[config.mk]
export PLATFORM = sky130hd
export DESIGN_NAME = counter
export DESIGN_NICKNAME = d
export VERILOG_FILES = /design/src/rtl/counter_pkg.sv /design/src/rtl/counter_next.sv /design/src/rtl/counter.sv
export SDC_FILE = /design/constraint.sdc
export NUM_CORES = 1
export LEC_CHECK = 0
export ABC_AREA = 1
export ABC_CLOCK_PERIOD_IN_PS = 1100
export BUFFER_PORTS_ARGS = -buffer_cell sky130_fd_sc_hd__buf_2
export CAP_MARGIN = 20
export CORE_AREA = 10 10 47 49
export CTS_CLUSTER_SIZE = 24
export DETAILED_ROUTE_END_ITERATION = 12
export DIE_AREA = 0 0 57 59
export SETUP_SLACK_MARGIN = 0.4
export SLEW_MARGIN = 20
export SYNTH_ARGS = -nofsm -noshare
export SYNTH_HDL_FRONTEND = slang
export SYNTH_SLANG_ARGS = --single-unit
[constraint.sdc]
create_clock -name clk -period 1.1 [get_ports clk]
set_input_delay 0.22 -clock clk [delete_from_list [all_inputs] [get_ports clk]]
set_output_delay 0.22 -clock clk [all_outputs]
set_load 0.02 [all_outputs]
[src/rtl/counter_pkg.sv]
// counter_pkg: shared direction enum and default constants for the counter
package counter_pkg;
  typedef enum logic {CNT_UP, CNT_DOWN} cnt_dir_e;
  localparam int CNT_WIDTH = 4;
  localparam int CNT_STEP  = 1;
endpackage

[src/rtl/counter_next.sv]
// counter_next: combinational modulo-(MAX_VAL+1) next-value function
module counter_next
  import counter_pkg::*;
#(
  parameter int              WIDTH   = CNT_WIDTH,
  parameter cnt_dir_e        DIR     = CNT_UP,
  parameter longint unsigned STEP    = CNT_STEP,
  parameter longint unsigned MAX_VAL = (64'd1 << WIDTH) - 1
) (
  input  logic [WIDTH-1:0] count,
  output logic [WIDTH-1:0] nxt
);
  localparam logic [WIDTH:0] S  = STEP[WIDTH:0];
  localparam logic [WIDTH:0] M  = MAX_VAL[WIDTH:0];
  localparam logic [WIDTH:0] M1 = M + 1'b1;
  logic [WIDTH:0] c, sum;
  always_comb begin
    c   = {1'b0, count};
    sum = c + S;
    // down wrap adds (M1 - S) rather than M1 first so the sum never exceeds M1
    nxt = DIR == CNT_UP ? WIDTH'(sum > M ? sum - M1 : sum)
                        : WIDTH'(c >= S ? c - S : c + (M1 - S));
  end
endmodule

[src/rtl/counter.sv]
// counter: registered free-running up/down modulo counter with sync reset
module counter
  import counter_pkg::*;
#(
  parameter int              WIDTH   = CNT_WIDTH,
  parameter cnt_dir_e        DIR     = CNT_UP,
  parameter longint unsigned STEP    = CNT_STEP,
  parameter longint unsigned MAX_VAL = (64'd1 << WIDTH) - 1,
  parameter longint unsigned RST_VAL = 0
) (
  input  logic             clk,
  input  logic             rst,
  output logic [WIDTH-1:0] count
);
  localparam logic [WIDTH:0]   M = MAX_VAL[WIDTH:0];
  localparam logic [WIDTH-1:0] R = RST_VAL[WIDTH-1:0];
  if (WIDTH < 1 || WIDTH > 32 || STEP < 1 || STEP > MAX_VAL ||
      MAX_VAL > (64'd1 << WIDTH) - 1 || RST_VAL > MAX_VAL) begin : g_bad_params
    $fatal(1, "counter: illegal parameter set");
  end
  logic [WIDTH-1:0] nxt;
  counter_next #(.WIDTH(WIDTH), .DIR(DIR), .STEP(STEP), .MAX_VAL(MAX_VAL)) u_next (
    .count(count),
    .nxt  (nxt)
  );
  // an out-of-range value can only come from a missing reset; recover to RST_VAL
  always_ff @(posedge clk)
    if (rst || {1'b0, count} > M) count <= R;
    else count <= nxt;
endmodule

==> results of run 1 <==
==> cells by family (layout without fill, tap and decap cells) <==
logic type    count (synthesis)  in the layout
buf+inv                       3             16
simple gates                  8              8
fa+ha+maj                     1              1
flops                         4              4
xor+xnor                      1              1
==> report_power, final <==
part	internal, mW	total, mW	switching [mW]	leakage [nW]
logic	0.0425	0.0788	0.0363	0.0890
clock network	0.136	0.203	0.0660	0.0150
registers	0.154	0.161	0.00622	0.0353
total	0.333	0.442	0.109	0.139
==> per-layer routing <==
layer	global-route usage [%]	up-vias	wire length (um)
met1	2.375	57	165
met2	2.791	5	149
met3	3.004	0	54
met4	4.027	0	0
met5	0	-	0
li1	-	75	-
==> cell usage in the layout (no fill, tap or decap) <==
cell type / netlist / final
nor2_1: 5 / 5
buf_6: 0 / 4
buf_4: 0 / 4
inv_1: 3 / 3
clkbuf_4: 0 / 3
dfxtp_4: 0 / 3
nand2_1: 2 / 2
xnor2_2: 0 / 1
nand3_2: 1 / 1
ha_4: 0 / 1
clkbuf_1: 0 / 1
dfxtp_2: 0 / 1
buf_2: 0 / 1
==> timing repair <==
item / CTS / global route
buffers inserted: 3 / 1
gates cloned: 0 / 0
pin swaps: 0 / 2
resized for setup: 8 / 1
endpoints found under the setup margin: 7 / 7
hold buffers: 0 / 0
==> metrics by stage <==
step	power [mW]	utilization, %	hold WS [ns]
after floorplan	0.1966	-	0.2771
after global placement	0.2118	15.63	0.4229
after detailed placement	0.2134	15.63	0.4297
after CTS	0.4569	20.89	0.1695
after global routing	0.4782	21.96	0.1918
final	0.4420	21.96	0.1898
==> cell usage after synthesis <==
library cell,instances
dfxtp_1,4
ha_1,1
inv_1,3
nand2_1,2
nand3_2,1
nor2_1,5
xnor2_1,1
==> how the worst max path moves through the flow <==
stage | from | to | cells past startpoint
floorplan | count[1]$_SDFF_PP0_ | count[2]$_SDFF_PP0_ | 3
global placement | count[0]$_SDFF_PP0_ | count[2]$_SDFF_PP0_ | 3
detailed placement | count[1]$_SDFF_PP0_ | count[2]$_SDFF_PP0_ | 3
CTS | count[1]$_SDFF_PP0_ | count[1] | 1
global route | count[1]$_SDFF_PP0_ | count[1] | 1
finish | count[1]$_SDFF_PP0_ | count[1] | 1
==> final cells by class <==
type / instances / share of cell area, %
multi-input combinational: 10 / 25.20
clock buffer: 4 / 8.537
timing repair buffer: 9 / 26.02
tap: 16 / 6.504
inverter: 3 / 3.659
sequential: 4 / 30.08
==> out/metrics.yaml, run 1 <==
hold_violations: 0
critPathBufInv: 1
finalInstanceArea_um2: 307.8
required_ns: 0.88
grt_antenna_before_repair: 0
synth_cells: 17
fmax_mhz: 1088
placedCellCount: 38
synth-seq-area-share_pct: 53.78
rsz0062_at_grt: "yes"
grt_pass1_vias: 143
clockRootBuffer: "clkbuf_4"
fillCellCount: 166
core_area_mm2: 0.001401
synth_compound_area_share_pct: 0
fin_skew_ns: 0.007540
ys_ff_latch: 4
yosysWarnings: 0
slew_headroom_pct: 92.84
synth.avg_cell_area_um2: 8.758
reg2regPathDepth: 4
diodes: 0
worstPathArrival_ns: 0.70
r2r-start: "count[1]$_SDFF_PP0_"
setup_viol: 0
path_delay_family: "flip-flops"
htree_levels: 1
outcome: "complete, no violations"
leakage_nw: 0.1393
start_util_pct: 10.63
worstHoldEndpoint: "count[1]$_SDFF_PP0_"
cts_tree: "built"
synth_top_area_cell: "dfxtp_1"
dpl_worst_slack_ns: 0.3227
port_buffers: 5
reg2reg_slack_ns: 0.21
final_cells: 46
synth.cell_area_um2: 148.9
drc: 0
grt_remaining_overflow: 0
hp-start: "rst"
worstReg2RegEnd: "count[2]$_SDFF_PP0_"
fin_setup_tns_ns: 0
drive_above_1_share_pct: 63.33
setup.worst_path.start_class: "register"
regMostFlops: "count"
syn_nets: 20
vias: 137
cp_slowest_stage_delay_ns: 0.34
synth_xor_area_share_pct: 5.882
period_share_pct: 83.52
reg_top3: "count x4"
placementRows: 14
place.gp.congestion: 0.5548
io_pins: 6
cpMaxStageDelayCell: "dfxtp_4"
synth_top_family_by_area: "simple AND/OR/NAND/NOR gates"
clockBufferDepth: 2
area_delta_synth_final_pct: 106.7
crit_chain: "buf_6"
grt_usage_pct: 2.766
wl_per_cell_um: 8.022
dieArea_mm2: 0.003363
worst_slack_ns: 0.1812
largest_reg_flops: 4
synth_mux_area_share_pct: 0
final_nets: 34
synth_top_area_share_pct: 53.78
worstPathMaxFanout: 2
end_kind: "output pin"
cts-buffers-inserted: 3
holdPathStages: 2
synthAdderAreaFrac_pct: 8.403
multi_input_area_um2: 77.57
synth_cell_types: 7
drtIter0Drc: 0
ant_nets: 0
clk_latency_ns: 0.24
clkTransAtPathRegs_ns: 0.04
hpwl_um: 262.4
worst_slew_pin_slew_ns: 0.1068
synth.area.top_cells: "dfxtp_1 (54%), nor2_1 (13%), ha_1 (8.4%)"
grt_pass1_wl_um: 593
cap_violations: 0
routed_wl_um: 369
dieHeight_um: 59
grt_max_degree: 5
fp.dieW_um: 57
peakVddDrop_mv: 0.2357
hp-class: "in2reg"
place_area_um2: 219.0
synth_simple_gate_area_share_pct: 24.37
seq_area_um2: 92.59
drv_slew: 0
avgViaCountPerCell: 2.978
worstSetupPathType: "reg2out"
post-route-min-period_ns: 0.9188
cts.sinks: 4
dr.pass1.iters: 1
power_density_mw_per_mm2: 1436
No activity file was read; power rests on OpenSTA's default activity.
==> inputs of run 2 (changes only) <==
--- a/config.mk
+++ b/config.mk
@@ -6,7 +6,7 @@
 export NUM_CORES = 1
 export LEC_CHECK = 0
 export ABC_AREA = 1
-export ABC_CLOCK_PERIOD_IN_PS = 1100
+export ABC_CLOCK_PERIOD_IN_PS = 800
 export BUFFER_PORTS_ARGS = -buffer_cell sky130_fd_sc_hd__buf_2
 export CAP_MARGIN = 20
 export CORE_AREA = 10 10 47 49
==> constraint.sdc (replaced) <==
create_clock -name clk -period 0.8 [get_ports clk]
set_input_delay 0.16 -clock clk [delete_from_list [all_inputs] [get_ports clk]]
set_output_delay 0.16 -clock clk [all_outputs]
set_load 0.02 [all_outputs]
==> run 2 against run 1 <==
Against the previous run: the run now ends with setup timing left; register-to-register slack got worse by 0.19 ns; highest routed layer unchanged; combinational power up 55%; non-clock buffer count is the same; critical path depth unchanged; via count grew 8.8%; final area grew 5.7%; routed wire length rose by 1.1%; largest power group unchanged; first-iteration DRC count increased by 1.
==> out/metrics.yaml, run 2 (same netlist as run 1, synthesis figures left out) <==
hpwl_um: 267.5  # was 262.4 um
rsz0062_at_grt: "yes"  # unchanged
power_density_mw_per_mm2: 1833  # was 1436 mW/mm2
drive_above_1_share_pct: 72.41  # was 63.33%
seqPwrFrac_pct: 38.4  # was 36.3%
grt_pass1_wl_um: 710  # was 593 um
drt-met1-wl_um: 128  # was 165 um
route.met3.wl_um: 72  # was 54 um
clk_latency_ns: 0.23  # was 0.24 ns
grt_remaining_overflow: 0  # unchanged
post-route-min-period_ns: 0.8792
drtIter0Drc: 1  # was 0
avgViaCountPerCell: 3.311  # was 2.978
layout_commonest_cell: "buf_6"  # was nor2_1
wl_per_cell_um: 8.289  # was 8.022 um
largest_reg_flops: 4  # unchanged
fillCellCount: 154  # was 166
grt_max_degree: 5  # unchanged
ant_nets: 0  # unchanged
power.net_switching_mw: 0.1451  # was 0.1085 mW
start_util_pct: 10.63  # unchanged
dr.pass1.iters: 2  # was 1
worstPathMaxFanout: 4  # was 2
clockRootBuffer: "clkbuf_4"  # unchanged
seq_area_um2: 95.09  # was 92.59 um2
final_nets: 34  # unchanged
cp_slowest_stage_delay_ns: 0.37  # was 0.34 ns
postCtsHoldBufs: 0  # unchanged
grt_pass1_vias: 169  # was 143
grt_antenna_before_repair: 0  # unchanged
clockBufferDepth: 2  # unchanged
cts-buffers-inserted: 3  # unchanged
core_area_mm2: 0.001401  # unchanged
dieArea_mm2: 0.003363  # unchanged
grt_usage_pct: 3.206  # was 2.766%
fp.dieW_um: 57  # unchanged
path_depth: 1  # unchanged
required_ns: 0.64  # was 0.88 ns
place.gp.congestion: 0.6513  # was 0.5548
reg_top3: "count x4"  # unchanged
holdPathStages: 2  # unchanged
clkPwrFrac_pct: 41.2  # was 45.8%
slew_headroom_pct: 92.94  # was 92.84%
top_layer: "met3"  # unchanged
fin_util_pct: 23.21  # was 21.96%
worstPathArrival_ns: 0.72  # was 0.70 ns
fmax_mhz: 1137
outcome: "complete, but fails checks"  # was complete, no violations
critPathBufInv: 1  # unchanged
violations: "setup timing"
diodes: 0  # unchanged
htree_levels: 1  # unchanged
leakage_nw: 0.1406  # was 0.1393 nW
multi_input_area_um2: 85.08  # was 77.57 um2
layout_common_cells: "buf_6 (7), nor2_1 (4), dfxtp_4 (4)"  # was nor2_1 (5), buf_6 (4), buf_4 (4)
p_int_mw: 0.4514  # was 0.3335 mW
place_area_um2: 221.5  # was 219.0 um2
regMostFlops: "count"  # unchanged
dieHeight_um: 59  # unchanged
vias: 149  # was 137
crit_chain: "buf_6"  # unchanged
worst_slack_ns: -0.07919  # was 0.1812 ns
cts.sinks: 4  # unchanged
worstSetupPathType: "reg2out"  # unchanged
cpMaxStageDelayCell: "dfxtp_4"  # unchanged
end_kind: "output pin"  # unchanged
placedCellCount: 38  # unchanged
fin_skew_ns: 0.004595  # was 0.007540 ns
area_delta_synth_final_pct: 118.5  # was 106.7%
hold_violations: 0  # unchanged
hp-class: "in2reg"  # unchanged
cap_violations: 0  # unchanged
reg2regPathDepth: 4  # unchanged
setup_viol: 4  # was 0
placementRows: 14  # unchanged
drc: 0  # unchanged
worst_slew_pin_slew_ns: 0.1054  # was 0.1068 ns
routed_wl_um: 373  # was 369 um
period_share_pct: 109.9
power_frac_comb_pct: 20.4  # was 17.8%
io_pins: 6  # unchanged
port_buffers: 5  # unchanged
peakVddDrop_mv: 0.4384  # was 0.2357 mV
setup.worst_path.start_class: "register"  # unchanged
route.met2.wl_um: 171  # was 149 um
finalInstanceArea_um2: 325.3  # was 307.8 um2
final_cells: 45  # was 46
clkTransAtPathRegs_ns: 0.03  # was 0.04 ns
path_delay_family: "flip-flops"  # unchanged
cts_tree: "built"  # unchanged
drv_slew: 0  # unchanged
p_sw_share_pct: 24.32  # was 24.56%
[run 2: cell count changes in the layout (fill, tap and decap cells not counted)]
cell      change
clkbuf_1      -1
dfxtp_2       -1
nor2_1        -1
dfxtp_4       +1
inv_2         +1
nor2_4        +1
buf_4         -3
buf_6         +3
inv_1         -1
[run 2: worst paths after layout]
path | start | to | slack (ns)
setup / recovery | count[0]$_SDFF_PP0_ | count[0] | -0.08
hold / removal | rst | count[0]$_SDFF_PP0_ | 0.14
setup reg to reg | count[1]$_SDFF_PP0_ | count[3]$_SDFF_PP0_ | 0.02
hold reg to reg | count[3]$_SDFF_PP0_ | count[3]$_SDFF_PP0_ | 0.57
[run 2: layout make-up]
| cell class | count | share of cell area [%] |
|---|---|---|
| sequential | 4 | 29.23 |
| timing repair buffer | 9 | 28.08 |
| multi-input combinational | 10 | 26.15 |
| clock buffer | 3 | 6.923 |
| tap | 16 | 6.154 |
| inverter | 3 | 3.462 |
[run 2: through the flow]
| stage | power [mW] | hold slack, ns | setup slack (ns) | setup TNS, ns |
|---|---|---|---|---|
| finish | 0.5965 | 0.1430 | -0.07919 | -0.2563 |
| global route | 0.6442 | 0.1492 | -0.1208 | -0.4455 |
| CTS | 0.6062 | 0.1166 | -0.09708 | -0.3170 |
| detailed placement | 0.2900 | 0.3616 | 0.01556 | 0 |
| global placement | 0.2878 | 0.3653 | 0.03665 | 0 |
| floorplan | 0.2672 | 0.2215 | 0.01087 | 0 |
[run 2: power by group through the flow]
| stage | clock network [mW] | registers [mW] | logic [mW] |
|---|---|---|---|
| after floorplan | 0 | 0.245 | 0.0217 |
| after detailed placement | 0 | 0.231 | 0.0589 |
| after CTS | 0.265 | 0.229 | 0.112 |
| final | 0.246 | 0.229 | 0.122 |
| after global routing | 0.279 | 0.232 | 0.133 |
| after global placement | 0 | 0.229 | 0.0584 |
[run 2: layer usage]
metal,vias to the layer above,track usage [%]
met3,0,5.150
met1,67,2.033
met2,7,4.186
li1,75,-
met4,0,2.013
met5,-,0
[run 2: what timing repair did]
item	in CTS	in global routing
gates cloned	0	0
pin swaps	3	1
setup endpoints to repair	8	8
gates resized for setup	13	2
buffers inserted	3	1
